### config.mk
export PLATFORM = sky130hd
export DESIGN_NAME = uart_mem_sequencer
export DESIGN_NICKNAME = d
export VERILOG_FILES = /design/src/rtl/uart_mem_sequencer_pkg.sv /design/src/rtl/uart_mem_sequencer_run_timer.sv /design/src/rtl/uart_mem_sequencer.sv
export SDC_FILE = /design/constraint.sdc
export NUM_CORES = 1
export LEC_CHECK = 0
export CORE_ASPECT_RATIO = 0.8
export CORE_MARGIN = 2
export CORE_UTILIZATION = 50
export DETAILED_ROUTE_END_ITERATION = 16
export GPL_ROUTABILITY_DRIVEN = 1
export PLACE_DENSITY_LB_ADDON = 0.12
export SLEW_MARGIN = 20
export SYNTH_ARGS = -nofsm -noshare
export SYNTH_HDL_FRONTEND = slang
export SYNTH_SLANG_ARGS = --single-unit
### constraint.sdc
create_clock -name clk -period 3.7 [get_ports clk]
set_clock_uncertainty 0.15 [all_clocks]
set_input_delay 0.74 -clock clk [delete_from_list [all_inputs] [get_ports clk]]
set_output_delay 0.74 -clock clk [all_outputs]
set_load 0.02 [all_outputs]
### src/rtl/uart_mem_sequencer_pkg.sv
// Shared types and constants for the UART memory job sequencer.
// Holds the state encoding, which is also exported on seq_state.
package seq_pkg;

  typedef enum logic [2:0] {
    WAIT_INS  = 3'd0,
    WAIT_DATA = 3'd1,
    START     = 3'd2,
    RUN       = 3'd3,
    READY     = 3'd4,
    TX_START  = 3'd5,
    TX_WAIT   = 3'd6,
    ERROR     = 3'd7
  } seq_state_t;

  localparam logic MEM_SEL_INS  = 1'b0;
  localparam logic MEM_SEL_DATA = 1'b1;
  localparam logic OWNER_COMM   = 1'b0;
  localparam logic OWNER_PROC   = 1'b1;

endpackage

### src/rtl/uart_mem_sequencer_run_timer.sv
// Run-cycle counter with watchdog compare and a latch that captures
// how many RUN cycles the finished job took.
module run_timer #(
  parameter int                   CNT_WIDTH   = 24,
  parameter logic [CNT_WIDTH-1:0] RUN_TIMEOUT = {CNT_WIDTH{1'b1}}
) (
  input  logic                 clk,
  input  logic                 rstN,
  input  logic                 clear_i,
  input  logic                 enable_i,
  input  logic                 latch_i,
  output logic                 timeout_o,
  output logic [CNT_WIDTH-1:0] run_cycles_o
);

  localparam logic [CNT_WIDTH-1:0] CNT_ONE  = {{(CNT_WIDTH-1){1'b0}}, 1'b1};
  localparam logic [CNT_WIDTH-1:0] LAST_CNT = RUN_TIMEOUT - CNT_ONE;

  logic [CNT_WIDTH-1:0] cnt_q, cnt_d;
  logic [CNT_WIDTH-1:0] cycles_q, cycles_d;

  // The latched value includes the current RUN cycle, so it is the count of RUN cycles.
  always_comb begin
    cnt_d    = cnt_q;
    cycles_d = cycles_q;
    if (clear_i)       cnt_d = '0;
    else if (enable_i) cnt_d = cnt_q + CNT_ONE;
    if (latch_i)       cycles_d = cnt_q + CNT_ONE;
  end

  always_ff @(posedge clk or negedge rstN) begin
    if (!rstN) begin
      cnt_q    <= '0;
      cycles_q <= '0;
    end else begin
      cnt_q    <= cnt_d;
      cycles_q <= cycles_d;
    end
  end

  assign timeout_o    = enable_i && (cnt_q == LAST_CNT);
  assign run_cycles_o = cycles_q;

endmodule

### src/rtl/uart_mem_sequencer.sv
// Job sequencer: load instruction and data memory over UART, run the cores,
// then send data memory back on a button press. Owns memory-port arbitration.
module uart_mem_sequencer
  import seq_pkg::*;
#(
  parameter int                   MEM_ADDR_LENGTH = 12,
  parameter int                   CNT_WIDTH       = 24,
  parameter logic [CNT_WIDTH-1:0] RUN_TIMEOUT     = 24'hFF_FFFF
) (
  input  logic                       clk,
  input  logic                       rstN,
  input  logic                       mem_received,
  input  logic                       mem_transmitted,
  input  logic                       proc_done,
  input  logic                       txBtnN,
  input  logic [MEM_ADDR_LENGTH-1:0] ins_end_addr,
  input  logic [MEM_ADDR_LENGTH-1:0] data_end_addr,
  input  logic [MEM_ADDR_LENGTH-1:0] data_tx_end_addr,
  output logic                       mem_sel,
  output logic                       mem_owner,
  output logic [MEM_ADDR_LENGTH-1:0] rx_end_addr,
  output logic [MEM_ADDR_LENGTH-1:0] tx_start_addr,
  output logic [MEM_ADDR_LENGTH-1:0] tx_end_addr,
  output logic                       toggle_addr_range,
  output logic                       txStartN,
  output logic                       proc_start,
  output logic [CNT_WIDTH-1:0]       run_cycles,
  output logic [2:0]                 seq_state,
  output logic                       error
);

  seq_state_t state_q, state_d;
  logic       proc_start_q, proc_start_d;
  logic       tx_start_n_q, tx_start_n_d;
  logic       mem_owner_q, mem_owner_d;
  logic       timeout;

  run_timer #(
    .CNT_WIDTH   (CNT_WIDTH),
    .RUN_TIMEOUT (RUN_TIMEOUT)
  ) u_run_timer (
    .clk          (clk),
    .rstN         (rstN),
    .clear_i      (state_q == START),
    .enable_i     (state_q == RUN),
    .latch_i      ((state_q == RUN) && proc_done),
    .timeout_o    (timeout),
    .run_cycles_o (run_cycles)
  );

  always_ff @(posedge clk or negedge rstN) begin
    if (!rstN) begin
      state_q      <= WAIT_INS;
      proc_start_q <= 1'b0;
      tx_start_n_q <= 1'b1;
      mem_owner_q  <= OWNER_COMM;
    end else begin
      state_q      <= state_d;
      proc_start_q <= proc_start_d;
      tx_start_n_q <= tx_start_n_d;
      mem_owner_q  <= mem_owner_d;
    end
  end

  // proc_done has priority over the watchdog when both land in one cycle.
  always_comb begin
    state_d = state_q;
    unique case (state_q)
      WAIT_INS:  if (mem_received)    state_d = WAIT_DATA;
      WAIT_DATA: if (mem_received)    state_d = START;
      START:                          state_d = RUN;
      RUN: begin
        if (proc_done)                state_d = READY;
        else if (timeout)             state_d = ERROR;
      end
      READY:     if (!txBtnN)         state_d = TX_START;
      TX_START:                       state_d = TX_WAIT;
      TX_WAIT:   if (mem_transmitted) state_d = WAIT_INS;
      ERROR:                          state_d = ERROR;
      default:                        state_d = ERROR;
    endcase
  end

  // Registered strobes are decoded from the next state so they line up with state entry.
  always_comb begin
    proc_start_d  = (state_d == START);
    tx_start_n_d  = (state_d != TX_START);
    mem_owner_d   = ((state_d == START) || (state_d == RUN)) ? OWNER_PROC : OWNER_COMM;
    mem_sel       = MEM_SEL_INS;
    rx_end_addr   = '0;
    tx_start_addr = '0;
    tx_end_addr   = '0;
    unique case (state_q)
      WAIT_INS:  rx_end_addr = ins_end_addr;
      WAIT_DATA: begin
        mem_sel     = MEM_SEL_DATA;
        rx_end_addr = data_end_addr;
      end
      TX_START, TX_WAIT: begin
        mem_sel     = MEM_SEL_DATA;
        tx_end_addr = data_tx_end_addr;
      end
      default: ;
    endcase
  end

  assign mem_owner         = mem_owner_q;
  assign proc_start        = proc_start_q;
  assign txStartN          = tx_start_n_q;
  assign toggle_addr_range = 1'b1;
  assign seq_state         = state_q;
  assign error             = (state_q == ERROR);

endmodule

# == After elaboration in Yosys (flattened, before gate mapping) ==
# Cells that the tools add are included.
# W data, S select, Z words.
# word_totals
regBits,54
latchBits,0
mem_bits_rw,0
romBits,0
inputBits,42
out_inout_bits,69
word_cells,38
mem_count,0
# op_classes
n_addsub,1
mul,0
div_mod_pow,0
magnitude_cmp,0
n_eq_ne,11
n_shift,0
mux,13
n_bitwise,0
n_reduce_logical,7
# ops
op,count
$mux W24,2
$add A24 B1 Y24 const B,1
$eq A24 B24 Y1 const B,1
$pmux W12 S2,1
$pmux W3 S8,1
$mux W3,6
$eq A3 B2 Y1 const B,4
$eq A3 B3 Y1 const B,4
$mux W12,1
$eq A3 B1 Y1 const B,1
$logic_not A3 Y1,1
$ne A3 B3 Y1 const B,1
$reduce_or A3 Y1,1
$logic_and A1 B1 Y1,2
$mux W1,2
$reduce_bool A2 Y1,1
$reduce_or A2 Y1,1
$logic_or A1 B1 Y1,1

# == Longest topological paths before layout ==
# Gate-level depths: netlist of run 1.
# logic_depth
ltp_word,8
depth_mapped,7
ltp_nobuf,5

# == Hierarchy ==
# From an unflattened synthesis of run 1, not the netlist that was laid out.
# unflattened
cells_unflattened,358
area_unflattened_um2,3211.8
# by_module_without_submodules
module,n_inst,cells_each,area_each_um2,seq_area_each_um2
run_timer,1,265,2469.9,1201.2
uart_mem_sequencer,1,93,742.0,151.4

# == Least setup slack after synthesis of run 1 ==
# OpenSTA, ideal clock, no wires.
# synth_path
path_kind,register to output
start,"register state_q[0], in the netlist seq_state[0]"
end,output port rx_end_addr[10]
arrival_time_ns,1.901
required_ns,2.810
path_slack_ns,0.909
path_stages_with_launch,6
n_path_buf,3
path_cell_list,dfrtp_1 > clkbuf_1 > buf_1 > buf_1 > mux2i_1 > nor2_1
# synth_via
elab_chain_cells,2
elab_cells_between_ends,3
cone_classes,eq/ne: 1; mux: 1; reduce/logical: 1
# synth_rtl
item,line,text
from (decl),uart_mem_sequencer.sv:32,"seq_state_t state_q, state_d;"
from (signal assigned),uart_mem_sequencer.sv:58,state_q <= state_d;
$eq A3 B1 Y1 or $logic_not A3 Y1 (tied branches),uart_mem_sequencer.sv:93,unique case (state_q)
$pmux W12 S2 (*),uart_mem_sequencer.sv:93,
to (decl),uart_mem_sequencer.sv:21,"output logic [MEM_ADDR_LENGTH-1:0] rx_end_addr,"
# Mark *: on every way between the ends. The rest lies on a longest branch, timed or not.

# == Final worst setup path of run 1 ==
# layout_path
start,"register state_q[1], in the netlist seq_state[1]"
end,output port tx_end_addr[3]
# layout_via
elab_chain_cells,3
elab_cells_between_ends,4
cone_classes,eq/ne: 2; mux: 1; reduce/logical: 1
# layout_rtl
item,line,text
$eq A3 B3 Y1,uart_mem_sequencer.sv:93,
$reduce_or A2 Y1 (*),--,
$mux W12 (*),uart_mem_sequencer.sv:93,
to (decl),uart_mem_sequencer.sv:23,"output logic [MEM_ADDR_LENGTH-1:0] tx_end_addr,"
# Marks and branches as above.

==> qor.txt, run 1 <==
Avg Inst Size Synth: 8.68 um^2
initial antenna violation count: 0
IO Port Bufs: 97
Worst Setup Start Kind: flop
Vias: 3024
Post-Layout Cell Count: 536
CTS Root Cell: clkbuf_8
Final setup violation count: 0
Crit path arrival time: 2350 ps
asr flop ratio synth: 100%
Layout fillers: 539
synthesis warning total: 0
Final Instance Area: 0.00429 mm^2
number of global-route vias before repair: 2819
fin. max-slew vios: 0
Vias/cell: 5.64
drt first pass iters: 4
area leader, netlist: dfrtp_1
Post-DRT Antenna Nets: 0
Worst-path clk slew: 100 ps
CTS tree: built
Worst Tran Pin Value: 1130 ps
Hold Fails Final Rpt: 0
worst-path fanout max: 17
clock latency on the worst-skew pair: 320 ps
fmax: 0.308 GHz
ant diodes: 0
largest net degree at the start of global routing: 32
DR WL/cell: 14.7 um
max cap viols: 0
Hold Worst Slack: 281 ps
I/O pin count: 111
GRT overflow: 0
status: complete, no violations
total power: 2.44 mW
HP Class: input pin to asynchronous set/reset pin
utilization after layout: 67.7%
Pleak: 1.80 nW
Residual DRC: 0
crit-path max cell delay: 620 ps
Post-Place Setup Slack: 780 ps
Unique masters post-synth: 54
die width: 94.2 um
CTS Sinks: 54
htree depth: 2
CP max stage cell: dfrtp_1
CP Cell Sequence: xor2_1 -> and3_1 -> clkdlybuf4s50_1
CTS Hold Bufs: 0
count of flip-flops with a built-in enable after synthesis: 0
CP endpoint kind: output pin
Max VDD drop: 330 uV
PwrDens: 568 mW/mm^2
Setup TNS: 0 ps
CP Buf/Inv Count: 1
Post-Route WL: 7880 um
Initial Utilization: 51.3%
Num CTS Buffers: 5
Final nets: 495
most frequent cells in the layout: 96 x clkdlybuf4s50_1, 53 x dfrtp_1, 39 x nand2_1
RSZ-0062 raised after global routing: false
synth top area cells: dfrtp_1 41%, o21ai_0 5.5%, nand2_1 4.5%, mux2i_1 3.7%, nor2_1 3.5%
# placed instances: 528
Core Area: 0.00634 mm^2
Die ar.: 0.00718 mm^2
Area Growth Syn to Fin: 31.8%
shortest period the worst path allows: 3240 ps
Die Y: 76.2 um
smallest setup slack after layout: 457 ps
GRT Overall Usage: 23.2%
most common cell after layout, fill and taps aside: clkdlybuf4s50_1
register area share after synthesis: 41.5%
placed cell areas: 0.00418 mm^2
relative slew slack: 24.3%
Routability Congestion: 0.846
number of synthesized register bits: 54
post-CTS setup buffers: 0
mapped cell area: 0.00326 mm^2
share of cells above drive strength 1: 4.65%
CP required: 2810 ps
Post-DP HPWL: 5570 um
initial DRC count: 184
crit share post-route: 87.6%
first-pass GRT wire length: 13400 um
most frequently used flop master after synthesis: dfrtp_1
post-synth top area share: 40.7%
cell row count: 26
R2R Setup Slk: 1430 ps
CTS max path bufs: 2
Setup CP Type: flop to output pin
Resized cells post-CTS: 0
delay-heaviest family, CP: flip-flops
Cells after Synth: 375
-- synthesized netlist by cell type (3+ instances only) --
cell type,count
dfrtp_1,53
nand2_1,39
o21ai_0,36
nor2_1,30
clkbuf_1,25
nand3_1,16
and3_1,15
a31oi_1,14
buf_4,13
mux2i_1,12
nor3_1,9
nand4_1,8
o31ai_1,8
xnor2_1,8
a21o_1,7
nor4_1,7
or4_1,7
inv_1,5
o311ai_0,5
xor2_1,5
a21oi_1,4
a32oi_1,3
buf_1,3
nand4b_1,3
-- kinds of logic after synthesis --
family,synth area share [%]
AND/OR/NAND/NOR,24.6
AO/OA/AOI/OAI,17.9
flip-flops,41.5
buffers and inverters,7.45
XOR/XNOR,3.50
multiplexers,4.03
adder cells (fa/ha/maj),0.768
other,0.231
-- path summary, 6_finish.rpt --
check / to / startpoint / depth (start not counted)
worst min register to register: u_run_timer.run_cycles_o[10]$_DFFE_PN0P_ / u_run_timer.run_cycles_o[10]$_DFFE_PN0P_ / 2
worst max-delay path: tx_end_addr[3] / seq_state[1]$_DFF_PN0_ / 3
min in group clk: u_run_timer.run_cycles_o[10]$_DFFE_PN0P_ / u_run_timer.run_cycles_o[10]$_DFFE_PN0P_ / 2
max in group asynchronous: txStartN$_DFF_PN1_ / rstN / 2
worst min-delay path: u_run_timer.cnt_q[15]$_DFFE_PN0P_ / rstN / 1
worst max register to register: u_run_timer.cnt_q[8]$_DFFE_PN0P_ / u_run_timer.cnt_q[0]$_DFFE_PN0P_ / 5
-- cell type report --
class / instances / area, um^2 / share of cell area (%)
clock buffers: 5 / 68.8 / 1.60
clock inverters: 3 / 40.0 / 0.933
inverters: 5 / 18.8 / 0.437
multi-input cells: 283 / 1700 / 39.7
flip-flops and latches: 54 / 1350 / 31.5
well taps: 84 / 105 / 2.45
repair buffers: 102 / 1000 / 23.4
-- flip-flops by register name, indices dropped and copies added (netlist names) --
signal / count
mem_owner: 1
proc_start: 1
u_run_timer.run_cycles_o: 24
seq_state: 3
u_run_timer.cnt_q: 24
txStartN: 1
-- power by group --
part,total [mW],switching (mW),internal [mW]
combinational,1.26,0.681,0.574
clock,0.401,0.201,0.200
sequential,0.783,0.0989,0.684
total,2.44,0.982,1.46
-- per-layer routing --
metal | global-route usage, % | vias to the layer above | wire, um
li1 | - | 1491 | -
met1 | 32.8 | 1404 | 3530
met2 | 35.1 | 119 | 3610
met3 | 4.95 | 10 | 624
met4 | 8.26 | 0 | 121
met5 | 0 | - | 0
-- worst reg2reg max path, cell delays in order (launching register included) --
cell and delay, ps:
dfrtp_1 450, ha_1 350, nand4_1 260, nor2_1 530, o21ai_0 150, a22o_1 260
Note: power is estimated with default switching activity, not from simulation.
==> inputs of run 2 (changes only) <==
--- a/config.mk
+++ b/config.mk
@@ -10,7 +10,7 @@
 export CORE_UTILIZATION = 50
 export DETAILED_ROUTE_END_ITERATION = 16
 export GPL_ROUTABILITY_DRIVEN = 1
-export PLACE_DENSITY_LB_ADDON = 0.12
+export PLACE_DENSITY_LB_ADDON = 0.1
 export SLEW_MARGIN = 20
 export SYNTH_ARGS = -nofsm -noshare
 export SYNTH_HDL_FRONTEND = slang
==> qor.txt, run 2 (synthesized netlist as in run 1, its figures left out) <==
Final setup violation count: 0 (unchanged)
Worst-path clk slew: 100 ps (about the same)
Die ar.: 0.00718 mm^2 (unchanged)
Layout fillers: 547 (+1.5%)
DR WL/cell: 15.3 um (+4.0%)
Num CTS Buffers: 5 (unchanged)
PwrDens: 591 mW/mm^2 (+4.0%)
I/O pin count: 111 (unchanged)
initial antenna violation count: 0 (unchanged)
fin. max-slew vios: 0 (unchanged)
clock latency on the worst-skew pair: 320 ps (about the same)
CP max stage cell: dfrtp_1
Post-DP HPWL: 5760 um (+3.4%)
Max VDD drop: 507 uV (+53%)
largest net degree at the start of global routing: 32 (unchanged)
CP Cell Sequence: xor2_1 -> and3_1 -> clkdlybuf4s50_1
Crit path arrival time: 2380 ps (+30 ps)
IO Port Bufs: 97 (unchanged)
number of global-route vias before repair: 2937 (+4.2%)
htree depth: 2 (unchanged)
most common cell after layout, fill and taps aside: clkdlybuf4s50_1
GRT overflow: 0 (unchanged)
switching share of power: 39.3% (-0.96 points)
CTS max path bufs: 2 (unchanged)
drt first pass iters: 5 (+1)
crit-path max cell delay: 640 ps (+20 ps)
Die Y: 76.2 um (unchanged)
CP endpoint kind: output pin
share of cells above drive strength 1: 4.65% (unchanged)
GRT Overall Usage: 23.6% (+0.40 points)
status: complete, no violations
Vias: 3111 (+2.9%)
Post-DRT Antenna Nets: 0 (unchanged)
shortest period the worst path allows: 3270 ps (+30.3 ps)
Worst Setup Start Kind: flop
ant diodes: 0 (unchanged)
Setup TNS: 0 ps (unchanged)
first-pass GRT wire length: 13800 um (+2.9%)
RSZ-0062 raised after global routing: false
cell row count: 26 (unchanged)
crit share post-route: 88.5% (+0.82 points)
Initial Utilization: 51.3% (unchanged)
internal power: 1.55 mW (+6.5%)
HP Class: input pin to asynchronous set/reset pin
Worst Reg-to-Reg Cells: 4 (-1)
Residual DRC: 0 (unchanged)
Vias/cell: 5.80 (+2.9%)
Routability Congestion: 0.820 (-3.0%)
CTS tree: built
Seq pwr share: 29.8% (-2.3 points)
Hold Fails Final Rpt: 0 (unchanged)
Final nets: 495 (unchanged)
Post-Route WL: 8190 um (+4.0%)
relative slew slack: 28.9% (+4.6 points)
Psw: 1.00 mW (+2.3%)
total power: 2.56 mW (+4.8%)
CTS Hold Bufs: 0 (unchanged)
placed cell areas: 0.00418 mm^2 (unchanged)
CTS Sinks: 54 (unchanged)
Setup CP Type: flop to output pin
Clock power frac: 19.4% (+3.0 points)
max cap viols: 0 (unchanged)
Core Area: 0.00634 mm^2 (unchanged)
most frequent cells in the layout: 96 x clkdlybuf4s50_1, 53 x dfrtp_1, 39 x nand2_1
initial DRC count: 252 (+37%)
Area Growth Syn to Fin: 32.8%
share of total power in combinational logic: 50.8% (-0.7 points)
CTS Root Cell: clkbuf_8
fmax: 0.306 GHz (-0.93%)
Resized cells post-CTS: 0 (unchanged)
Pleak: 1.81 nW (+0.74%)
Final Instance Area: 0.00433 mm^2 (+0.79%)
CP required: 2810 ps (about the same)
die width: 94.2 um (unchanged)
Worst Tran Pin Value: 1060 ps (-68.1 ps)
worst-path fanout max: 17 (unchanged)
post-CTS setup buffers: 0 (unchanged)
==> run 2: cell types whose count changed in the layout (fill, tap and decap cells not counted) <==
cell	before	now
clkinv_2	2	0
bufinv_16	1	2
clkbuf_8	5	6
==> run 2: power by group through the flow <==
stage	sequential (mW)	combinational (mW)	clock, mW
6_report	0.763	1.30	0.496
5_1_grt	0.780	1.41	0.521
4_1_cts	0.765	1.31	0.500
3_5_place_dp	0.774	1.30	0
3_3_place_gp	0.772	1.29	0
2_1_floorplan	0.859	0.679	0
==> run 2: final timing paths <==
check | start | endpoint | slack [ps]
max | seq_state[1]$_DFF_PN0_ | tx_end_addr[7] | 430
min | rstN | u_run_timer.run_cycles_o[8]$_DFFE_PN0P_ | 250
max reg2reg | u_run_timer.cnt_q[2]$_DFFE_PN0P_ | u_run_timer.run_cycles_o[22]$_DFFE_PN0P_ | 1350
min reg2reg | u_run_timer.run_cycles_o[9]$_DFFE_PN0P_ | u_run_timer.run_cycles_o[9]$_DFFE_PN0P_ | 340
max in group asynchronous | rstN | txStartN$_DFF_PN1_ | 2300
min in group clk | u_run_timer.run_cycles_o[9]$_DFFE_PN0P_ | u_run_timer.run_cycles_o[9]$_DFFE_PN0P_ | 340
==> run 2: routing by layer <==
| metal | vias to the layer above | share of wire [%] | track usage (%) |
|---|---|---|---|
| li1 | 1489 | - | - |
| met1 | 1489 | 45 | 32.9 |
| met2 | 123 | 47 | 36.8 |
| met3 | 10 | 6.7 | 5.24 |
| met4 | 0 | 1.1 | 6.96 |
| met5 | - | 0 | 0 |
==> run 2: final cells by class <==
type	instances	area, um^2	area share (%)
clock inverter	2	60.1	1.39
timing repair buffer	102	1000	23.2
tap	84	105	2.43
clock buffer	6	82.6	1.91
inverter	5	18.8	0.434
multi-input combinational	283	1700	39.4
sequential	54	1350	31.3
==> run 2: stage by stage <==
step	setup WS, ps	utilization, %	instances	hold WS [ps]
global route	228	68.2	536	303
global placement	818	65.9	528	310
detailed placement	770	65.9	528	320
CTS	407	68.2	536	274
floorplan	909	-	386	294
finish	427	68.2	536	255
==> run 2: worst max-delay path, delay by kind of cell, from the launching register on <==
family	cells	cell delay, ps
and+or+nand+nor	1	240
buffers and inverters	1	620
DFF	1	640
xor gates and xnor gates	1	560
==> inputs of run 3 (changes only) <==
--- a/config.mk
+++ b/config.mk
@@ -7,7 +7,7 @@
 export LEC_CHECK = 0
 export CORE_ASPECT_RATIO = 0.8
 export CORE_MARGIN = 2
-export CORE_UTILIZATION = 50
+export CORE_UTILIZATION = 25
 export DETAILED_ROUTE_END_ITERATION = 16
 export GPL_ROUTABILITY_DRIVEN = 1
 export PLACE_DENSITY_LB_ADDON = 0.1
@@ -15,3 +15,4 @@
 export SYNTH_ARGS = -nofsm -noshare
 export SYNTH_HDL_FRONTEND = slang
 export SYNTH_SLANG_ARGS = --single-unit
+export TNS_END_PERCENT = 30
==> constraint.sdc (replaced) <==
create_clock -name clk -period 3 [get_ports clk]
set_clock_uncertainty 0.15 [all_clocks]
set_input_delay 0.6 -clock clk [delete_from_list [all_inputs] [get_ports clk]]
set_output_delay 0.6 -clock clk [all_outputs]
set_load 0.02 [all_outputs]
==> qor.txt, run 3 (synthesized netlist as in run 1, its figures left out) <==
status: complete, no violations
Routability Congestion: 0.770 (-6.2%)
HP Class: input pin to asynchronous set/reset pin
CTS Sinks: 54 (unchanged)
Worst-path clk slew: 80 ps (-20 ps)
Vias/cell: 4.82 (-17%)
Num CTS Buffers: 5 (unchanged)
post-CTS setup buffers: 0 (unchanged)
Setup CP Type: flop to output pin
Crit path arrival time: 1980 ps (-400 ps)
most common cell after layout, fill and taps aside: clkdlybuf4s50_1
crit-path max cell delay: 620 ps (-20 ps)
first-pass GRT wire length: 15900 um (+16%)
Seq pwr share: 28.7% (-1.1 points)
Die Y: 106 um (+39%)
Psw: 1.32 mW (+31%)
Core Area: 0.0128 mm^2 (+100%)
Worst Reg-to-Reg Cells: 4 (unchanged)
share of cells above drive strength 1: 6.71% (+2.1 points)
CTS tree: built
drt first pass iters: 4 (-1)
RSZ-0062 raised after global routing: false
switching share of power: 40.5% (+1.2 points)
Setup TNS: 0 ps (unchanged)
fmax: 0.366 GHz
CP required: 2250 ps (-560 ps)
Max VDD drop: 343 uV (-32%)
DR WL/cell: 15.1 um (-1.2%)
clock latency on the worst-skew pair: 310 ps (about the same)
Worst Tran Pin Value: 691 ps (-368 ps)
R2R Setup Slk: 660 ps (-690 ps)
Hold Worst Slack: 184 ps (-71.2 ps)
Post-DP HPWL: 6640 um (+15%)
Hold Fails Final Rpt: 0 (unchanged)
Initial Utilization: 25.5% (-26 points)
number of global-route vias before repair: 3073 (+4.6%)
CTS max path bufs: 2 (unchanged)
largest net degree at the start of global routing: 29 (-9.4%)
PwrDens: 717 mW/mm^2 (+21%)
initial DRC count: 200 (-21%)
Worst Setup Start Kind: flop
cell row count: 37 (+42%)
Pleak: 1.87 nW (+2.9%)
internal power: 1.93 mW (+24%)
Post-Route WL: 9620 um (+17%)
die width: 132 um (+40%)
Residual DRC: 0 (unchanged)
CP max stage cell: clkdlybuf4s50_1
htree depth: 2 (unchanged)
shortest period the worst path allows: 2730 ps
total power: 3.25 mW (+27%)
# placed instances: 629 (+19%)
Clock power frac: 18.8% (-0.6 points)
initial antenna violation count: 0 (unchanged)
CP Buf/Inv Count: 1 (unchanged)
Die ar.: 0.0140 mm^2 (+94%)
most frequent cells in the layout: 96 x clkdlybuf4s50_1, 53 x dfrtp_1, 39 x nand2_1
share of total power in combinational logic: 52.5% (+1.7 points)
I/O pin count: 111 (unchanged)
CP Cell Sequence: or2_2 -> nor2_1 -> clkdlybuf4s50_1
CTS Root Cell: clkbuf_16
Vias: 3071 (-1.3%)
Resized cells post-CTS: 0 (unchanged)
Final setup violation count: 0 (unchanged)
Post-DRT Antenna Nets: 0 (unchanged)
max cap viols: 0 (unchanged)
worst-path fanout max: 13 (-4)
GRT Overall Usage: 14.1% (-9.5 points)
CP endpoint kind: output pin
ant diodes: 0 (unchanged)
stages on the worst setup path: 3 (unchanged)
GRT overflow: 0 (unchanged)
fin. max-slew vios: 0 (unchanged)
delay-heaviest family, CP: buffers and inverters
relative slew slack: 53.9% (+25 points)
Final nets: 505 (+2.0%)
Area Growth Syn to Fin: 39.1%
Post-Layout Cell Count: 637 (+19%)
IO Port Bufs: 97 (unchanged)
CTS Hold Bufs: 0 (unchanged)
crit share post-route: 91.0%
[run 3: worst reg2reg max path: cells and delay by family, from the launching register on]
kind | cells | cell delay (ps)
simple gates | 3 | 1440
flops | 1 | 490
compound gates | 1 | 190
[run 3: metrics by stage]
step                instance area, um^2  worst slack (ps)  util (%)
finish                             4530               271      35.5
global route                       4530               157      35.5
CTS                                4530               249      35.5
detailed placement                 4380               396      34.3
global placement                   4380               402      34.3
floorplan                          3300               349         -
[run 3: area by class of cell]
cell class	instances	area, um^2
inverter	5	18.8
sequential	54	1350
tap	175	219
fill	1335	8250
clock buffer	5	125
clock inverter	3	21.3
timing repair buffer	112	1090
multi-input combinational	283	1700
[run 3: power groups by stage]
stage	logic (mW)	registers, mW	clock network, mW
4_1_cts	1.73	0.937	0.626
3_3_place_gp	1.73	0.945	0
5_1_grt	1.87	0.954	0.670
6_report	1.71	0.933	0.610
2_1_floorplan	0.837	1.06	0
3_5_place_dp	1.72	0.949	0
[run 3: final timing paths]
| path | from | to |
|---|---|---|
| max | seq_state[1]$_DFF_PN0_ | rx_end_addr[2] |
| min | rstN | u_run_timer.cnt_q[19]$_DFFE_PN0P_ |
| max reg2reg | u_run_timer.cnt_q[2]$_DFFE_PN0P_ | u_run_timer.run_cycles_o[17]$_DFFE_PN0P_ |
| min reg2reg | u_run_timer.run_cycles_o[8]$_DFFE_PN0P_ | u_run_timer.run_cycles_o[8]$_DFFE_PN0P_ |
| max in group asynchronous | rstN | u_run_timer.cnt_q[10]$_DFFE_PN0P_ |
| min in group clk | u_run_timer.run_cycles_o[8]$_DFFE_PN0P_ | u_run_timer.run_cycles_o[8]$_DFFE_PN0P_ |
[run 3: per-layer routing]
layer  up-vias  share of wire (%)  track usage (%)
met4         0               0.65             2.56
met1      1449                 51             19.7
li1       1518                  -                -
met3         6                6.8             4.29
met5         -                  0                0
met2        98                 42             21.6
